### src/rtl/corr_ctrl.sv
// ============================================================================
//  Module   : corr_ctrl
//  Purpose  : Window sequencer for the comp_corr MAC bank. Clears the
//             accumulators, gates sample enables, waits out the MAC pipeline
//             and captures the three sums into held result registers.
//  Revision : 1.0 - initial release
// ============================================================================
`default_nettype none

module corr_ctrl #(
  parameter int DIM_ADD = 64,
  parameter int CNT_W   = 33,
  parameter int MAC_LAT = 2
) (
  input  logic               clk,
  input  logic               clr,
  input  logic               start,
  input  logic [CNT_W-1:0]   nsamples,
  input  logic               abort,
  input  logic               s_valid,
  output logic               s_ready,
  output logic               mac_clr,
  output logic               mac_en,
  input  logic [DIM_ADD-1:0] sum_x2,
  input  logic [DIM_ADD-1:0] sum_xy,
  input  logic [DIM_ADD-1:0] sum_y2,
  output logic [DIM_ADD-1:0] res_x2,
  output logic [DIM_ADD-1:0] res_xy,
  output logic [DIM_ADD-1:0] res_y2,
  output logic               res_valid,
  input  logic               res_ack,
  output logic               busy,
  output logic [CNT_W-1:0]   sample_cnt
);

  // Drain counter only has to reach MAC_LAT-1.
  localparam int                C_DW         = (MAC_LAT > 1) ? $clog2(MAC_LAT) : 1;
  localparam logic [C_DW-1:0]   C_DRAIN_LAST = C_DW'(MAC_LAT - 1);
  localparam logic [CNT_W-1:0]  C_CNT_ONE    = CNT_W'(1);

  typedef enum logic [2:0] {
    ST_IDLE  = 3'd0,
    ST_CLEAR = 3'd1,
    ST_ACCUM = 3'd2,
    ST_DRAIN = 3'd3,
    ST_HOLD  = 3'd4
  } state_t;

  state_t             r_state;
  logic [CNT_W-1:0]   r_nsamples;
  logic [CNT_W-1:0]   r_cnt;
  logic [C_DW-1:0]    r_drain;
  logic [DIM_ADD-1:0] r_res_x2;
  logic [DIM_ADD-1:0] r_res_xy;
  logic [DIM_ADD-1:0] r_res_y2;
  logic               r_s_ready;
  logic               r_res_valid;
  logic               r_busy;
  logic               w_accept;
  logic               w_last_sample;

  assign w_accept      = s_valid & r_s_ready;
  assign w_last_sample = (r_cnt == (r_nsamples - C_CNT_ONE));

  // Window sequencer; status outputs are registered alongside the state so
  // none of them depends combinationally on start/abort/res_ack.
  always_ff @(posedge clk) begin
    if (clr) begin
      r_state     <= ST_IDLE;
      r_nsamples  <= '0;
      r_cnt       <= '0;
      r_drain     <= '0;
      r_res_x2    <= '0;
      r_res_xy    <= '0;
      r_res_y2    <= '0;
      r_s_ready   <= 1'b0;
      r_res_valid <= 1'b0;
      r_busy      <= 1'b0;
    end else if (abort && (r_state != ST_IDLE)) begin
      // Cancel: results and MAC contents are left untouched.
      r_state     <= ST_IDLE;
      r_s_ready   <= 1'b0;
      r_res_valid <= 1'b0;
      r_busy      <= 1'b0;
    end else begin
      case (r_state)
        ST_IDLE: begin
          // abort alongside start suppresses the start.
          if (start && !abort && (nsamples != '0)) begin
            r_nsamples <= nsamples;
            r_cnt      <= '0;
            r_busy     <= 1'b1;
            r_state    <= ST_CLEAR;
          end
        end
        ST_CLEAR: begin
          r_cnt     <= '0;
          r_s_ready <= 1'b1;
          r_state   <= ST_ACCUM;
        end
        ST_ACCUM: begin
          if (w_accept) begin
            r_cnt <= r_cnt + C_CNT_ONE;
            if (w_last_sample) begin
              r_s_ready <= 1'b0;
              r_drain   <= '0;
              r_state   <= ST_DRAIN;
            end
          end
        end
        ST_DRAIN: begin
          if (r_drain == C_DRAIN_LAST) begin
            // Last product has just reached the sum ports.
            r_res_x2    <= sum_x2;
            r_res_xy    <= sum_xy;
            r_res_y2    <= sum_y2;
            r_res_valid <= 1'b1;
            r_state     <= ST_HOLD;
          end else begin
            r_drain <= r_drain + 1'b1;
          end
        end
        ST_HOLD: begin
          if (res_ack) begin
            r_res_valid <= 1'b0;
            r_busy      <= 1'b0;
            r_state     <= ST_IDLE;
          end
        end
        default: begin
          r_state     <= ST_IDLE;
          r_s_ready   <= 1'b0;
          r_res_valid <= 1'b0;
          r_busy      <= 1'b0;
        end
      endcase
    end
  end

  // MACs are held clear while in reset as well as during CLEAR.
  assign mac_clr    = clr | (r_state == ST_CLEAR);
  assign mac_en     = w_accept;
  assign s_ready    = r_s_ready;
  assign res_valid  = r_res_valid;
  assign busy       = r_busy;
  assign sample_cnt = r_cnt;
  assign res_x2     = r_res_x2;
  assign res_xy     = r_res_xy;
  assign res_y2     = r_res_y2;

endmodule

`default_nettype wire
### config.mk
export PLATFORM = sky130hd
export DESIGN_NAME = corr_ctrl
export DESIGN_NICKNAME = d
export VERILOG_FILES = /design/src/rtl/corr_ctrl.sv
export SDC_FILE = /design/constraint.sdc
export NUM_CORES = 1
export LEC_CHECK = 0
export BUFFER_PORTS_ARGS = -buffer_cell sky130_fd_sc_hd__buf_2
export CAP_MARGIN = 20
export CORE_UTILIZATION = 35
export CTS_CLUSTER_SIZE = 16
export DETAILED_ROUTE_END_ITERATION = 16
export PLACE_DENSITY = 0.66
export SYNTH_ARGS = -nofsm -noshare
export SYNTH_HDL_FRONTEND = slang
export SYNTH_SLANG_ARGS = --single-unit
export TNS_END_PERCENT = 30
### constraint.sdc
create_clock -name clk -period 3 [get_ports clk]
set_input_delay 0.6 -clock clk [delete_from_list [all_inputs] [get_ports clk]]
set_output_delay 0.6 -clock clk [all_outputs]
set_load 0.02 [all_outputs]
Yosys cells after proc, flatten, opt, wreduce, memory -nomap -nowiden
Cells that the tools add are included.

word-level totals
  flip-flop bits (word level) = 265
  input bits = 231
  output and inout bits = 230
  word-level logic and storage cells = 69

operators by class
  add/sub/neg operators = 3
  equal/unequal tests = 10
  multiplexer cells = 19
  bitwise gates (word level) = 6
  reductions and logical operators = 21

operator list
  operator                 count
  $pmux W33 S3             1
  $mux W33                 2
  $add A33 B1 Y33 const B  1
  $eq A33 B33 Y1           1
  $reduce_bool A33 Y1      1
  $sub A33 B1 Y33 const B  1
  $mux W3                  5
  $pmux W3 S5              1
  $reduce_and A3 Y1        5
  $ne A2 B2 Y1 const B     5
  $pmux W1 S3              3
  $reduce_or A3 Y1         3
  $reduce_and A4 Y1        2
  $eq A3 B2 Y1 const B     2
  $mux W1                  6
  $reduce_bool A3 Y1       2
  $reduce_and A5 Y1        1
  $not A1 Y1               4
  $eq A3 B1 Y1 const B     1
  $eq A3 B3 Y1 const B     1
  $logic_and A1 B1 Y1      3
  $logic_not A3 Y1         1
  $pmux W1 S2              1
  $reduce_bool A2 Y1       1
  5 further kinds          5

Depth between registers and ports, before layout
Gate-level depths: netlist of the first run.

  depth after elaboration = 5
  depth in mapped cells = 10
  mapped depth without buffers = 10

Worst setup path after synthesis of the first run
OpenSTA, ideal clock, no wires.

  kind = register to register
  start point = register r_nsamples[5]
  end point = register r_drain
  setup time = 0.115 ns
  arrival = 2.685 ns
  required time = 2.885 ns
  setup slack = 0.201 ns
  cell stages (with the launch flop) = 10
  path buffers = 1
  period minus slack after synthesis = 2.799 ns
  cell sequence = dfxtp_1 > buf_6 > or4_4 > or3_4 > or4_4 > nor4b_1 > nor3_1 > nor4_1 > a21oi_1 > o21ba_1

on the way
  word-level cells in the longest chain between the ends = 4

RTL lines
  what                         line  RTL
  start, declared              50    logic [CNT_W-1:0] r_nsamples;
  start signal, assigned       90    r_nsamples <= nsamples;
  $sub A33 B1 Y33              63    assign w_last_sample = (r_cnt == (r_nsamples - C_CNT_ONE));
  $eq A33 B33 Y1               63
  $ne A2 B2 Y1 (no line)       -
  $reduce_and A4 Y1 (no line)  -
  end signal, assigned         120   r_drain <= r_drain + 1'b1;
  end, declared                52    logic [C_DW-1:0] r_drain;

Every way passes these cells.
A chain may end at the register's enable or synchronous reset.

Final worst setup path of the first run
  start point = register r_nsamples[14]
  end point = register r_drain

Same word-level chain as after synthesis.

==> flow_summary.ini, run 1 <==
[yosys]
synthFlopType = dfxtp_1
yosysSeqAreaShare_pct = 49.1
synth.area.top_cells = dfxtp_1, nand2_1, a21oi_1
synth_warnings = 0
syn-cell-area_um2 = 10800
synth.distinct_cells = 51
syn_inst = 1357
synth-async-reset-ratio_pct = 0
synth_top_area_share_pct = 49.1
synth_seq_cells = 265
yosysTopAreaCell = dfxtp_1
syn-num-nets = 1590
syn_avg_cell_area_um2 = 7.96
synth_edf_count = 0

[detailed_routing]
drc = 0
drt_iter0_drc = 681
vias = 11100
routed_wl_mm = 38.3
routedWlPerCell_um = 17.1
drt-pass1-iter-count = 5
ant_nets = 0
viasPerCell = 4.98

[layout]
nNetsFinal = 2045
layout.filler_cells = 2954
area_growth_pct = 37.4
multi_input_area_um2 = 5140
drive_gt1_share_pct = 31.6
final_core_utilization_pct = 49.4
layout.area.seq_um2 = 5310

[setup_path]
crit_arrival_ps = 3310
critPathCaptureType = register
crit_required_ps = 3450
reg2reg_depth = 8
cp-start-kind = register
r2r_setup_slack_ps = 140
r2r-end = r_drain
critical_path_class = reg2reg
cp_max_fo = 6
r2r_start = r_nsamples[14]

[sta]
max_freq_mhz = 350
tns_ps = 0
hold_viol = 0
tightest_slew_ps = 762
rsz0062_at_grt = no
slew_viol_final = 0
finClkSkew_ps = 10.2
fin_crit_sh_pct = 95.3
period_minus_slack_ps = 2860
setup_viol = 0
slew_headroom_pct = 49.1

[clocking]
cts_buffer_depth = 3
clock_latency_ps = 560
cts_root_buffer = clkbuf_16
cts_buffers = 29
h-tree-depth = 1
cts_tree = built
post_cts_buffers = 0
clock-sinks = 265
path_clk_slew_ps = 60
holdBufCountCts = 0

[hold_path]
min_path_type = in2reg
min_path_cells = 3
hold_start = sum_xy[23]
hold_path_end = res_xy[23]

[die]
start_util_pct = 36.0
die_w_um = 178
io_pins = 461
dieArea_um2 = 31600
coreArea_um2 = 30000
die_y_um = 178
num_rows = 63

[grt]
antenna_found_initial = 7
grt_usage_pct = 22.8
grt_pass1_vias = 10200
grt_overflow = 0
grt_max_degree = 150
grt_pass1_wl_mm = 55.9

[pwr]
p_per_area_nw_per_um2 = 562
vdd_drop_max_mv = 0.587
p_leak_nw = 6.44

[outcome]
outcome = complete, no violations

[place]
dp_hpwl_mm = 28.5
gp_congestion = 0.932
portBuffers = 460

[run]
cap_violations = 0
-- per-layer routing --
metal	wire [µm]	vias to the layer above	GRT usage, %
met2	18700	417	39.2
met4	1470	0	9.37
met1	15000	5181	26.6
met5	0	-	0
li1	-	5447	-
met3	3040	77	6.00
-- power breakdown --
part	internal, mW	switching [mW]
clock	2.50	1.49
sequential	3.55	0.0411
combinational	0.358	0.415
-- flip-flops by register name (all words and copies together), names as in the netlist --
register / flops
s_ready: 1
res_xy: 64
res_y2: 64
r_drain: 1
res_x2: 64
res_valid: 1
r_nsamples: 33
sample_cnt: 33
r_state: 3
busy: 1
-- metrics by stage --
stage	worst slack [ps]	area [µm²]	hold WS [ps]	cells	power (mW)
finish	140	14800	276	2233	8.35
global route	18.7	14800	247	2232	8.65
CTS	123	14800	245	2225	8.44
detailed placement	47.7	13700	443	2171	4.43
global placement	38.8	13700	439	2171	4.43
floorplan	201	10800	482	1357	4.08
-- synth_stat cells (2+ instances only) --
cell and number:
ha_1 2, nand2b_1 6, xnor2_1 47, nor4b_1 5, a21oi_1 211, clkbuf_1 83, buf_6 3, or3_1 12
o311ai_0 2, nand3_1 22, dfxtp_1 265, or4_1 9, a31oi_1 4, nor4_2 2, or2_2 3, o21ai_0 13
nor2_1 88, nor2b_1 6, nor4_1 20, inv_1 14, o21bai_1 4, and2_1 2, and3_1 13, or4_4 3
nand2_1 406, mux2i_1 37, nor3_1 21, nand4_1 9, xor2_1 20, nand3b_1 2, a211o_1 3
-- logic make-up (layout without fill, tap and decap cells) --
kind of cell               Yosys count  count (layout)  share of synthesized area, %
AOI/OAI and AO/OA                  250             250                          12.4
xor gates and xnor gates            67              67                          5.43
adders and majority gates            2               2                         0.231
buffers and inverters              101             579                          3.73
DFF                                265             265                          49.1
muxes                               37              37                          3.43
other                                0               8                             0
and+or+nand+nor                    635             635                          25.7
-- worst max-delay path, cell delays in order, from the launching register on --
cell	delay [ps]
dfxtp_1	370
or4_1	580
or3_4	390
or4_4	450
nor4b_1	300
nor3_1	110
nor4_1	260
a21oi_1	100
o21ba_1	190
-- cell usage in the layout, fill, tap and decap left out, types with 3 or more instances in the layout --
cell type	Yosys	layout
inv_1	14	14
xor2_1	20	20
nand3_1	22	21
nor4b_1	5	3
and3_1	13	12
nor2b_1	6	5
clkbuf_16	0	29
a31oi_1	4	4
buf_2	0	459
a211o_1	3	3
clkinv_2	0	6
xnor2_1	47	47
dfxtp_1	265	265
or4_4	3	3
o21ai_0	13	13
mux2i_1	37	37
nor4_1	20	20
or3_1	12	12
clkbuf_1	83	4
nand4_1	9	9
bufinv_16	0	7
o21bai_1	4	3
nor2_1	88	88
clkbuf_8	0	5
buf_4	0	45
nand2_1	406	406
a21oi_1	211	211
nor3_1	21	21
diode_2	0	8
or2_2	3	3
nand2b_1	6	6
buf_12	0	6
or4_1	9	9
-- how the worst max path moves through the flow --
stage	from	endpoint	slack, ps	cells after the start
after CTS	r_nsamples[14]	s_ready	120	8
after global placement	nsamples[24]	r_nsamples[15]	40	10
final	r_nsamples[14]	r_drain	140	8
after floorplan	r_nsamples[5]	r_drain	200	9
after global routing	r_nsamples[17]	r_drain	20	8
after detailed placement	nsamples[24]	sample_cnt[31]	50	10
-- what timing repair did --
action / 4_1_cts / 5_1_grt
endpoints found under the setup margin: 0 / 3
resized for setup: 0 / 2
hold endpoints to repair: 0 / 0
-- layout make-up --
| class | instances | share of cell area [%] |
|---|---|---|
| clock buffer | 38 | 5.45 |
| multi-input combinational | 991 | 34.6 |
| inverter | 14 | 0.354 |
| clock inverter | 16 | 1.79 |
| antenna | 8 | 0.135 |
| timing repair buffer | 511 | 18.6 |
| tap | 390 | 3.29 |
| sequential | 265 | 35.7 |
(Power assumes the default switching activity.)
==> inputs of run 2 (changes only) <==
--- a/config.mk
+++ b/config.mk
@@ -8,6 +8,7 @@
 export BUFFER_PORTS_ARGS = -buffer_cell sky130_fd_sc_hd__buf_2
 export CAP_MARGIN = 20
 export CORE_UTILIZATION = 35
+export CTS_BUF_LIST = sky130_fd_sc_hd__clkbuf_8
 export CTS_CLUSTER_SIZE = 16
 export DETAILED_ROUTE_END_ITERATION = 16
 export PLACE_DENSITY = 0.66
==> run 2 against run 1 <==
  * Utilization fell by 0.69 points
  * Power fell by 10%
  * First-iteration DRC count fell by 12%
  * Critical path type unchanged
  * Highest routed layer unchanged
==> flow_summary.ini, run 2 (synthesized netlist as in run 1, its figures left out) <==
[run]
cap_violations = 0

[sta]
slew_viol_final = 0
fin_crit_sh_pct = 95.2
setup_viol = 0
rsz0062_at_grt = no
tightest_slew_ps = 765
hold_viol = 0
slew_headroom_pct = 48.9
tns_ps = 0
max_freq_mhz = 350
period_minus_slack_ps = 2860
finClkSkew_ps = 12.4

[grt]
antenna_found_initial = 6
grt_usage_pct = 22.9
grt_pass1_vias = 10300
grt_max_degree = 150
grt_pass1_wl_mm = 56.4
grt_overflow = 0

[setup_path]
slowest_delay_ps = 580
critical_path.slowest_cell = or4_1
path_cells = or4_1 > or3_4 > or4_4 > nor4b_1 > nor3_1 > nor4_1 > a21oi_1 > o21ba_1
cp_max_fo = 6
critical_path_class = reg2reg
crit_required_ps = 3450
crit_family = simple AND/OR/NAND/NOR gates
cp-start-kind = register
crit_buf_inv = 0
crit_arrival_ps = 3310
critPathCaptureType = register

[layout]
area_growth_pct = 35.5
final_common_cell = buf_2
drive_gt1_share_pct = 31.7
final_cell_mix = buf_2, nand2_1, dfxtp_1, a21oi_1, nor2_1
final_core_utilization_pct = 48.7
nNetsFinal = 2062

[outcome]
outcome = complete, no violations

[detailed_routing]
ant_nets = 0
drt-pass1-iter-count = 5
vias = 11200
viasPerCell = 4.97
routed_wl_mm = 38.4
drc = 0
drt_iter0_drc = 601
routedWlPerCell_um = 17.0

[hold_path]
min_path_type = in2reg

[clocking]
path_clk_slew_ps = 60
cts_buffer_depth = 3
cts_root_buffer = clkbuf_8
clock_latency_ps = 560
cts_tree = built
h-tree-depth = 2
cts_buffers = 46
clock-sinks = 265

[pwr]
vdd_drop_max_mv = 0.378
p_per_area_nw_per_um2 = 513
p_leak_nw = 6.41

[place]
portBuffers = 460
gp_congestion = 0.932
dp_hpwl_mm = 28.5

[die]
num_rows = 63
dieArea_um2 = 31600
die_y_um = 178
die_w_um = 178
start_util_pct = 36.0
io_pins = 461
coreArea_um2 = 30000
run 2: timing repair:
| item | 4_1_cts | 5_1_grt |
|---|---|---|
| setup endpoints to repair | 0 | 2 |
| gates resized for setup | 0 | 2 |
| hold buffers | 0 | 0 |
| setup buffers | 0 | 0 |
run 2: through the flow:
stage               area [µm²]  instances  setup WS (ps)  hold slack [ps]  power (mW)
global placement         13700       2171           38.8              439        4.43
detailed placement       13700       2171           47.7              443        4.43
global route             14600       2254           26.7              234        7.82
CTS                      14600       2248            126              230        7.59
finish                   14600       2258            144              275        7.51
floorplan                10800       1357            201              482        4.08
run 2: power by group:
group | internal (mW) | switching [mW]
Sequential | 3.55 | 0.0414
Clock | 1.68 | 1.45
Combinational | 0.358 | 0.416
run 2: final cells by class:
cell class,count,area (µm²)
clock buffers,53,729
diodes,10,25.0
repair buffers,511,2770
flip-flops and latches,265,5310
fillers,3006,15400
well taps,390,488
clock inverters,24,133
inverters,14,52.6
multi-input cells,991,5140
run 2: worst register-to-register path, stage by stage (launching register included):
cell     delay, ps
dfxtp_1        370
or4_1          580
or3_4          400
or4_4          450
nor4b_1        300
nor3_1         110
nor4_1         260
a21oi_1        100
o21ba_1        190
run 2: final timing paths:
check	from	to	slack, ps	cells after the start
worst min register to register	res_x2[19]	res_x2[19]	450	2
worst max register to register	r_nsamples[14]	r_drain	140	8
worst max-delay path	r_nsamples[14]	r_drain	140	8
worst min-delay path	sum_xy[29]	res_xy[29]	280	3
run 2: per-layer routing:
layer,part of all wire [%],global-route usage (%)
met1,40,26.6
met2,50,39.6
met3,7.7,6.66
met4,2.7,8.80
met5,0,0
==> inputs of run 3 (changes only) <==
--- a/config.mk
+++ b/config.mk
@@ -9,7 +9,7 @@
 export CAP_MARGIN = 20
 export CORE_UTILIZATION = 35
 export CTS_BUF_LIST = sky130_fd_sc_hd__clkbuf_8
-export CTS_CLUSTER_SIZE = 16
+export CTS_CLUSTER_SIZE = 8
 export DETAILED_ROUTE_END_ITERATION = 16
 export PLACE_DENSITY = 0.66
 export SYNTH_ARGS = -nofsm -noshare
==> constraint.sdc (replaced) <==
create_clock -name clk -period 2.5 [get_ports clk]
set_input_delay 0.5 -clock clk [delete_from_list [all_inputs] [get_ports clk]]
set_output_delay 0.5 -clock clk [all_outputs]
set_load 0.02 [all_outputs]
==> run 3 against run 2 <==
  * The flow now finishes with violations (negative setup slack)
  * Hold slack lost 95 ps
  * Final cell count grew 3.6%
  * Design area grew 5.5%
  * Sequential share of layout area shrank 1.9 points
  * Critical path depth grew 2
  * Maximum frequency grew 1.4%
  * Setup slack lost 460 ps
  * Non-clock buffer count grew 87
  * Sequential power grew 19%
==> flow_summary.ini, run 3 (synthesized netlist as in run 1, its figures left out) <==
[place]
dp_hpwl_mm = 29.2
gp_congestion = 0.922
portBuffers = 460

[clocking]
cts_tree = built
h-tree-depth = 2
cts_buffers = 46
cts_root_buffer = clkbuf_8
clock_latency_ps = 550
holdBufCountCts = 0
path_clk_slew_ps = 60
cts_buffer_depth = 3
clock-sinks = 265

[setup_path]
endpoint = s_ready
r2r_start = r_nsamples[8]
cp-start-kind = register
cp_max_fo = 5
cp-startpoint = r_nsamples[8]
critical_path_class = reg2reg
r2r-end = s_ready
crit_required_ps = 2910
reg2reg_depth = 10
critPathCaptureType = register
r2r_setup_slack_ps = -320
crit_arrival_ps = 3230

[layout]
nNetsFinal = 2149
final_common_cell = buf_2
final_cell_mix = buf_2, nand2_1, dfxtp_1, a21oi_1, buf_4
area_growth_pct = 42.9
drive_gt1_share_pct = 35.3

[sta]
tightest_slew_ps = 735
rsz0062_at_grt = yes
max_freq_mhz = 355
hold_viol = 0
fin_crit_sh_pct = 113
finClkSkew_ps = 11.6
slew_viol_final = 0
setup_viol = 3
setup_ws_ps = -317
slew_headroom_pct = 51.0
period_minus_slack_ps = 2820
hold_ws_ps = 180
tns_ps = -916

[detailed_routing]
vias = 11500
viasPerCell = 4.93
ant_nets = 0
drc = 0
routed_wl_mm = 39.0
drt_iter0_drc = 629
drt-pass1-iter-count = 5
routedWlPerCell_um = 16.7

[hold_path]
min_path_type = in2reg

[die]
coreArea_um2 = 30000
dieArea_um2 = 31600
io_pins = 461
die_w_um = 178
num_rows = 63
die_y_um = 178
start_util_pct = 36.0

[pwr]
p_leak_nw = 6.92
vdd_drop_max_mv = 0.438
p_per_area_nw_per_um2 = 595

[grt]
grt_usage_pct = 23.2
antenna_found_initial = 3
grt_pass1_vias = 10800
grt_pass1_wl_mm = 57.4
grt_max_degree = 125
grt_overflow = 0

[run]
cap_violations = 0

[outcome]
outcome = finished with violations
violations = negative setup slack
[run 3: worst min-delay path by stage]
stage	start	to	slack [ps]	depth (start not counted)
3_3_place_gp	res_y2[19]	res_y2[19]	440	2
3_5_place_dp	res_x2[35]	res_x2[35]	440	2
2_1_floorplan	r_nsamples[32]	r_nsamples[32]	480	2
5_1_grt	sum_x2[23]	res_x2[23]	140	3
4_1_cts	sum_y2[0]	res_y2[0]	140	3
6_report	sum_x2[17]	res_x2[17]	180	3
[run 3: what timing repair did]
item | CTS | global route
buffers inserted | 0 | 2
gates cloned | 0 | 0
gates resized for setup | 5 | 11
pin swaps | 10 | 7
endpoints found under the setup margin | 3 | 9
[run 3: power breakdown]
group	internal (mW)	switching, mW
registers	4.27	0.0381
logic	0.549	0.546
clock network	2.04	1.75
total	6.86	2.34
[run 3: layout make-up]
class | instances | area, µm²
multi-input combinational | 991 | 5220
timing repair buffer | 598 | 3500
sequential | 265 | 5310
antenna | 4 | 10.0
clock buffer | 57 | 785
fill | 2929 | 14600
clock inverter | 21 | 92.6
inverter | 14 | 52.6
tap | 390 | 488
[run 3: per-stage QoR]
stage	worst slack [ps]	area (µm²)	power (mW)	cells	util, %
6_report	-317	15400	9.19	2340	51.4
5_1_grt	-377	15400	9.61	2338	51.4
4_1_cts	-281	15400	9.26	2334	51.2
3_5_place_dp	-420	14500	5.42	2256	48.2
3_3_place_gp	-340	14400	5.40	2255	48.1
2_1_floorplan	-274	10800	4.90	1357	-
[run 3: critical path, stage by stage, from the launching register on]
cell,delay [ps]
dfxtp_2,310
or4_4,530
or3_4,420
buf_6,140
or4_4,470
o41ai_2,70
nor2b_2,90
buf_4,150
nor4_4,280
a211o_1,150
a21oi_1,60
[run 3: layer usage]
layer	wire, µm	global-route usage, %	share of wire (%)	vias up
li1	-	-	-	5650
met1	15100	26.9	39	5374
met2	19300	40.1	50	426
met3	3230	6.83	8.3	90
met4	1340	8.76	3.4	2
met5	8	0	0.020	-
